**src/rtl/dmem_port_arbiter.sv**
```systemverilog
// dmem_port_arbiter: shares one data-memory port between the core LSU and an
// external loader/DMA requester. The core has priority. A starvation counter
// forces one external grant after STARVE consecutive denied cycles, and the
// core is stalled whenever it loses the port.
module dmem_port_arbiter #(
  parameter int AW     = 32,
  parameter int DW     = 32,
  parameter int STARVE = 4,
  parameter int SCW    = 16
) (
  input  logic          clk,
  input  logic          rst,
  // core load/store path
  input  logic          core_req,
  input  logic          core_we,
  input  logic [AW-1:0] core_addr,
  input  logic [DW-1:0] core_wdata,
  output logic [DW-1:0] core_rdata,
  output logic          core_stall,
  // external requester
  input  logic          ext_req,
  input  logic          ext_we,
  input  logic [AW-1:0] ext_addr,
  input  logic [DW-1:0] ext_wdata,
  output logic          ext_gnt,
  output logic          ext_rvalid,
  output logic [DW-1:0] ext_rdata,
  // memory port
  output logic          mem_en,
  output logic          mem_we,
  output logic [AW-1:0] mem_addr,
  output logic [DW-1:0] mem_wdata,
  input  logic [DW-1:0] mem_rdata,
  // statistics
  output logic [SCW-1:0] stall_cnt
);

  // The starvation counter must be able to hold the value STARVE itself.
  localparam int STW = (STARVE < 1) ? 1 : $clog2(STARVE + 1);
  localparam logic [STW-1:0] STARVE_V = STW'(STARVE);

  // One memory-side access as presented by either requester.
  typedef struct packed {
    logic          we;
    logic [AW-1:0] addr;
    logic [DW-1:0] wdata;
  } port_req_t;

  typedef enum logic [0:0] {
    CORE_PRI  = 1'b0,
    EXT_FORCE = 1'b1
  } state_t;

  state_t         state, state_nxt;
  logic [STW-1:0] starve_cnt, starve_nxt;
  logic           gnt_core, gnt_ext;
  port_req_t      core_p, ext_p, sel_p;

  assign core_p = '{we: core_we, addr: core_addr, wdata: core_wdata};
  assign ext_p  = '{we: ext_we,  addr: ext_addr,  wdata: ext_wdata};

  // State register.
  always_ff @(posedge clk or negedge rst) begin
    if (!rst) state <= CORE_PRI;
    else      state <= state_nxt;
  end

  // Grant selection and next-state logic. While reset is asserted, every
  // grant is held off so that an access in progress is dropped before the
  // memory can sample it.
  always_comb begin
    gnt_core   = 1'b0;
    gnt_ext    = 1'b0;
    starve_nxt = '0;
    state_nxt  = CORE_PRI;
    if (rst) begin
      if (state == EXT_FORCE && ext_req) gnt_ext  = 1'b1;
      else if (core_req)                 gnt_core = 1'b1;
      else if (ext_req)                  gnt_ext  = 1'b1;
    end
    // A pending ext request that missed the port ages; anything else clears.
    if (ext_req && !gnt_ext)
      starve_nxt = (starve_cnt == STARVE_V) ? starve_cnt : starve_cnt + 1'b1;
    // A forced grant lasts exactly one cycle, whether or not ext still wants it.
    if (state == CORE_PRI && starve_nxt == STARVE_V) state_nxt = EXT_FORCE;
  end

  // Starvation counter register.
  always_ff @(posedge clk or negedge rst) begin
    if (!rst) starve_cnt <= '0;
    else      starve_cnt <= starve_nxt;
  end

  assign ext_gnt    = gnt_ext;
  assign core_stall = rst & core_req & ~gnt_core;

  // Port mux: the granted requester drives the memory; idle drives zeros.
  always_comb begin
    sel_p = '0;
    if (gnt_core)     sel_p = core_p;
    else if (gnt_ext) sel_p = ext_p;
  end

  assign mem_en     = gnt_core | gnt_ext;
  assign mem_we     = sel_p.we;
  assign mem_addr   = sel_p.addr;
  assign mem_wdata  = sel_p.wdata;
  assign core_rdata = mem_rdata;

  // External read return: capture memory data one edge after a read grant.
  // ext_rdata keeps the last returned word between reads.
  always_ff @(posedge clk or negedge rst) begin
    if (!rst) begin
      ext_rvalid <= 1'b0;
      ext_rdata  <= '0;
    end else begin
      ext_rvalid <= gnt_ext & ~ext_we;
      if (gnt_ext && !ext_we) ext_rdata <= mem_rdata;
    end
  end

  // Saturating count of cycles the core spent stalled.
  always_ff @(posedge clk or negedge rst) begin
    if (!rst)                          stall_cnt <= '0;
    else if (core_stall && stall_cnt != '1) stall_cnt <= stall_cnt + 1'b1;
  end

endmodule
```
**config.mk**
```make
export PLATFORM = sky130hd
export DESIGN_NAME = dmem_port_arbiter
export DESIGN_NICKNAME = d
export VERILOG_FILES = /design/src/rtl/dmem_port_arbiter.sv
export SDC_FILE = /design/constraint.sdc
export NUM_CORES = 1
export LEC_CHECK = 0
export ABC_AREA = 1
export CAP_MARGIN = 10
export CELL_PAD_IN_SITES_DETAIL_PLACEMENT = 1
export CELL_PAD_IN_SITES_GLOBAL_PLACEMENT = 1
export CORE_ASPECT_RATIO = 0.7
export CORE_MARGIN = 3
export CORE_UTILIZATION = 22
export DETAILED_ROUTE_END_ITERATION = 6
export GPL_ROUTABILITY_DRIVEN = 0
export PLACE_DENSITY = 0.83
export SLEW_MARGIN = 20
export SYNTH_ARGS = -nofsm -noshare
export SYNTH_HDL_FRONTEND = slang
export SYNTH_SLANG_ARGS = --single-unit
```
**constraint.sdc**
```tcl
create_clock -name clk -period 5.3 [get_ports clk]
set_input_delay 1.59 -clock clk [delete_from_list [all_inputs] [get_ports clk]]
set_output_delay 1.59 -clock clk [all_outputs]
set_load 0.03 [all_outputs]
```
# --- Word-level counts from Yosys, hierarchy flattened ---
# Cells that the tools add are included.
word_totals:
  word_cells: 36
  register_bits: 53
classes:
  muxes: 12
  add_sub_neg: 2
  bitwise: 7
  eq_ne: 3
  n_reduce_logical: 7
ops:
  columns: ["cell", "count"]
  rows:
  - ["two-way mux 65 bit", 2]
  - ["adder 16 x 1 -> 16 bit, second input constant", 1]
  - ["!= test 16 bit, second input constant", 1]
  - ["two-way mux 1 bit", 8]
  - ["== test 3 bit, second input constant", 2]
  - ["two-way mux 3 bit", 2]
  - ["logical AND 1 bit", 5]
  - ["adder 3 x 1 -> 3 bit, second input constant", 1]
  - ["AND 1 bit", 3]
  - ["NOT 1 bit", 3]
  - ["logical NOT 1 bit", 2]
  - ["OR 1 bit", 1]

# --- Depth between registers and ports, before layout ---
logic_depth:
  word_depth: 10
  ltp_mapped: 9
  depth_no_buf: 9

# --- Worst setup path after synthesis ---
# No wires, ideal clock.
synth_path:
  path_kind: "input to output"
  from: "in ext_req"
  to: "out mem_addr[23]"
  path_stages: 4
  path_slack_ps: 1023
  arrival_ps: 2687
  cell_sequence: "nand2_1 -> a21oi_2 -> buf_1 -> a32o_1"
synth_between:
  elab_chain_len: 6
  word_cells_on_any_way: 9
synth_rtl:
  columns: ["element", "line_no", "rtl"]
  rows:
  - ["start, declared", "21", "input logic ext_req,"]
  - ["two-way mux 1 bit", "79", "else if (ext_req) gnt_ext = 1'b1;"]
  - ["two-way mux 1 bit", "78", "else if (core_req) gnt_core = 1'b1;"]
  - ["two-way mux 1 bit *", "77", "if (state == EXT_FORCE && ext_req) gnt_ext = 1'b1;"]
  - ["two-way mux 1 bit *", "76", "if (rst) begin"]
  - ["net ext_gnt", "25", "output logic ext_gnt,"]
  - ["two-way mux 65 bit *", "101", "else if (gnt_ext) sel_p = ext_p;"]
  - ["two-way mux 65 bit *", "100", "if (gnt_core) sel_p = core_p;"]
  - ["end, declared", "31", "output logic [AW-1:0] mem_addr,"]
# The timed path passes the listed nets; every way through them passes the cells marked *.

# --- Final worst setup path ---
layout_path:
  from: "in ext_req"
  to: "out mem_wdata[21]"
layout_between:
  elab_chain_len: 6
  word_cells_on_any_way: 9
layout_rtl:
  columns: ["element", "line_no", "rtl"]
  rows:
  - ["two-way mux 1 bit", "79", null]
  - ["two-way mux 1 bit", "78", null]
  - ["two-way mux 1 bit", "77", null]
  - ["two-way mux 1 bit", "76", null]
  - ["two-way mux 65 bit", "101", null]
  - ["two-way mux 65 bit *", "100", null]
  - ["end, declared", "32", "output logic [DW-1:0] mem_wdata,"]
# Mark *: on every way between the ends. The rest lies on a longest branch, timed or not.

==> summary.md <==
| Metric | Value |
|---|---|
| Run status | `complete, no violations` |
| Remaining antenna violation count | `0` |
| Vias | `4280` |
| Transition time at the pin with the least slew margin | `0.627 ns` |
| Syn Std Cell Area | `3470 sq um` |
| Std-Cell Rows | `37` |
| Grt ovf | `0` |
| Class of the tightest hold or removal check | `register to register` |
| Maximum resistive drop on vdd | `0.149 mV` |
| Fraction of final layout cells with drive strength greater than 1 | `7.55%` |
| Post-Route Skew | `0.00552 ns` |
| Clk pin slew, worst setup/hold paths | `0.07 ns` |
| Power density relative to cell area | `236 nW/um^2` |
| LEAKAGE | `2.84 nW` |
| Final setup violating endpoints | `0` |
| Required time of the worst setup path | `3.71 ns` |
| Number of H-tree levels | `2` |
| TNS Setup | `0 ns` |
| Final core utilization | `44.2%` |
| Drt wl/cell | `20.4 um` |
| Post-synthesis cell type count | `24` |
| Min Clock Period, post-route | `5.25 ns` |
| Clk sinks | `53` |
| Fraction of the yosys area taken by sequential cells | `38.2%` |
| Post-synthesis register bit count | `53` |
| Via count normalized by instance count | `4.77` |
| Worst hold path cell count | `2` |
| Max-cap viol count | `0` |
| Worst Path Class, Setup | `primary input to primary output` |
| Placeable core area | `15100 sq um` |
| Wire length of the first global-routing pass | `27200 um` |
| Startpoint class of the critical path | `primary input` |
| Sequential share of power | `32.3%` |
| Largest net degree at the start of global routing | `66` |
| Worst max-slew margin expressed relative to the limit | `58.2%` |
| Worst r2r path cells | `8` |
| Starting utilization of the core area | `23.0%` |
| Achievable Freq | `190 MHz` |
| Final worst path period share | `99.1%` |
| Net switching power | `593 uW` |
| Cell Int Power | `981 uW` |
| CTS Buffer Depth | `2` |
| HPWL after detailed placement | `14800 um` |
| Post-synthesis instance total | `432` |
| Power Total | `1.57 mW` |
| Chip Height | `111 um` |
| Share of total power in the clock network | `22.1%` |
| Count of input and output buffers | `314` |
| Antenna Cells | `0` |
| Cts bufs inserted | `5` |
| Number of setup buffers added after CTS | `0` |
| Post-Route WL | `18300 um` |
| DRT iter0 DRCs | `326` |
| Net count, final | `870` |
| Logic pwr share | `45.5%` |
| Net Sw Frac | `37.7%` |
| Die area | `17400 sq um` |
| Post-synthesis average cell area | `8.04 sq um` |
| Die X-Extent | `156 um` |
| Hold-fix buffers at CTS | `0` |
| Post-synthesis to final-layout area growth | `92.0%` |
| Via count of the first global-routing pass | `4547` |
| CP max FO | `59` |
| Final count of pins violating max slew | `0` |
| DRC violations left | `0` |
| I/O pin total | `315` |
| WP data arrival | `3.66 ns` |
| Net count after synthesis | `601` |
| Synthesis warning total | `0` |
| GRT Util Overall | `19.9%` |
| First-pass DRT Iterations | `5` |
| Final hold vios | `0` |
| Initial antenna violation count | `0` |
| TritonCTS clock tree | `done` |
| Root cell of the clock tree | `sky130_fd_sc_hd__clkbuf_16` |
| Total of cells resized after clock tree synthesis | `0` |
| CP Capture Type | `primary output` |
| Setup repair after global routing missed its margin | `false` |
| Clock latency on the worst-skew pair | `0.30 ns` |
## final cells by class
cell class	instances	area, sq um
repair buffers	322	3190
flip-flops and latches	53	1330
clock inverters	3	28.8
well taps	195	244
multi-input cells	292	1660
clock buffers	5	125
inverters	27	101
fillers	1746	8420
## flip-flops by register name, indices dropped and copies added (netlist names)
register	count
state	1
ext_rdata	32
ext_rvalid	1
starve_cnt	3
stall_cnt	16
## worst paths after layout
path / from / end / slack [ns]
max: ext_req / mem_wdata[21] / 0.05
min: ext_rdata[2] / ext_rdata[2] / 0.49
max reg2reg: state / ext_rdata[22] / 3.27
min reg2reg: ext_rdata[2] / ext_rdata[2] / 0.49
max in group asynchronous: rst / ext_rdata[18] / 3.29
min in group asynchronous: rst / stall_cnt[15] / 1.13
## Yosys cell counts (all sizes together)
| library cell | count | area share [%] |
|---|---|---|
| nand4 | 9 | 1.6 |
| buf | 55 | 11 |
| a32o | 64 | 18 |
| xor2 | 2 | 0.50 |
| nand2 | 164 | 18 |
| nand3 | 10 | 1.4 |
| xnor2 | 3 | 0.76 |
| inv | 27 | 2.9 |
| nand3b | 1 | 0.22 |
| nor2 | 22 | 3.0 |
| clkbuf | 5 | 0.54 |
| ha | 3 | 1.1 |
| nor3 | 1 | 0.14 |
| a21oi | 1 | 0.25 |
| o21ai | 12 | 2.2 |
| dfrtp | 53 | 38 |
## cells in the final DEF (no fill, tap or decap), types with 2 or more instances in the layout
master                            instances
sky130_fd_sc_hd__buf_4                   26
sky130_fd_sc_hd__inv_1                   23
sky130_fd_sc_hd__nand3_1                 10
sky130_fd_sc_hd__nor2_2                   2
sky130_fd_sc_hd__clkdlybuf4s50_1        290
sky130_fd_sc_hd__dfrtp_1                 53
sky130_fd_sc_hd__ha_1                     3
sky130_fd_sc_hd__nand4_1                  9
sky130_fd_sc_hd__xor2_1                   2
sky130_fd_sc_hd__nand2_2                  3
sky130_fd_sc_hd__clkbuf_16                5
sky130_fd_sc_hd__nor2_4                   2
sky130_fd_sc_hd__xnor2_1                  3
sky130_fd_sc_hd__dlymetal6s2s_1           2
sky130_fd_sc_hd__inv_2                    3
sky130_fd_sc_hd__o21ai_0                  8
sky130_fd_sc_hd__nand2_1                161
sky130_fd_sc_hd__nor2_1                  18
sky130_fd_sc_hd__o21ai_2                  4
sky130_fd_sc_hd__buf_12                   3
sky130_fd_sc_hd__a32o_1                  64
## critical path, stage by stage
cell	delay (ns)
sky130_fd_sc_hd__clkdlybuf4s50_1	0.57
sky130_fd_sc_hd__nand2_1	0.14
sky130_fd_sc_hd__a21oi_4	0.16
sky130_fd_sc_hd__buf_12	0.29
sky130_fd_sc_hd__a32o_1	0.19
sky130_fd_sc_hd__clkdlybuf4s50_1	0.69
## through the flow
stage	hold WS [ns]	worst slack (ns)	cell area, sq um	std cells
2_1_floorplan	0.511	1.02	3470	432
3_3_place_gp	0.465	0.156	6510	889
3_5_place_dp	0.473	0.0782	6510	889
4_1_cts	0.493	0.0669	6670	897
5_1_grt	0.517	0.00192	6670	897
6_report	0.488	0.0488	6670	897
## routing by layer
| metal | up-vias | routed length, um | track usage (%) |
|---|---|---|---|
| met1 | 2097 | 7220 | 23.9 |
| met4 | 0 | 214 | 2.80 |
| met3 | 22 | 1270 | 4.92 |
| met5 | - | 0 | 0 |
| met2 | 165 | 9570 | 36.4 |
| li1 | 1996 | - | - |
## cell families after synthesis
kind of cell	synth area share, %
XOR/XNOR	1.26
AND/OR/NAND/NOR	24.2
AO/OA/AOI/OAI	20.8
buffers and inverters	14.4
flip-flops	38.2
adder cells (fa/ha/maj)	1.08
## power by group through the flow
stage                     sequential [mW]  combinational, mW  clock [mW]
final                               0.509              0.717       0.348
after floorplan                     0.625              0.238           0
after detailed placement            0.517              0.721           0
after global placement              0.511              0.704           0
after global routing                0.519              0.755       0.381
after CTS                           0.509              0.724       0.363
Note: power is estimated with default switching activity, not from simulation.
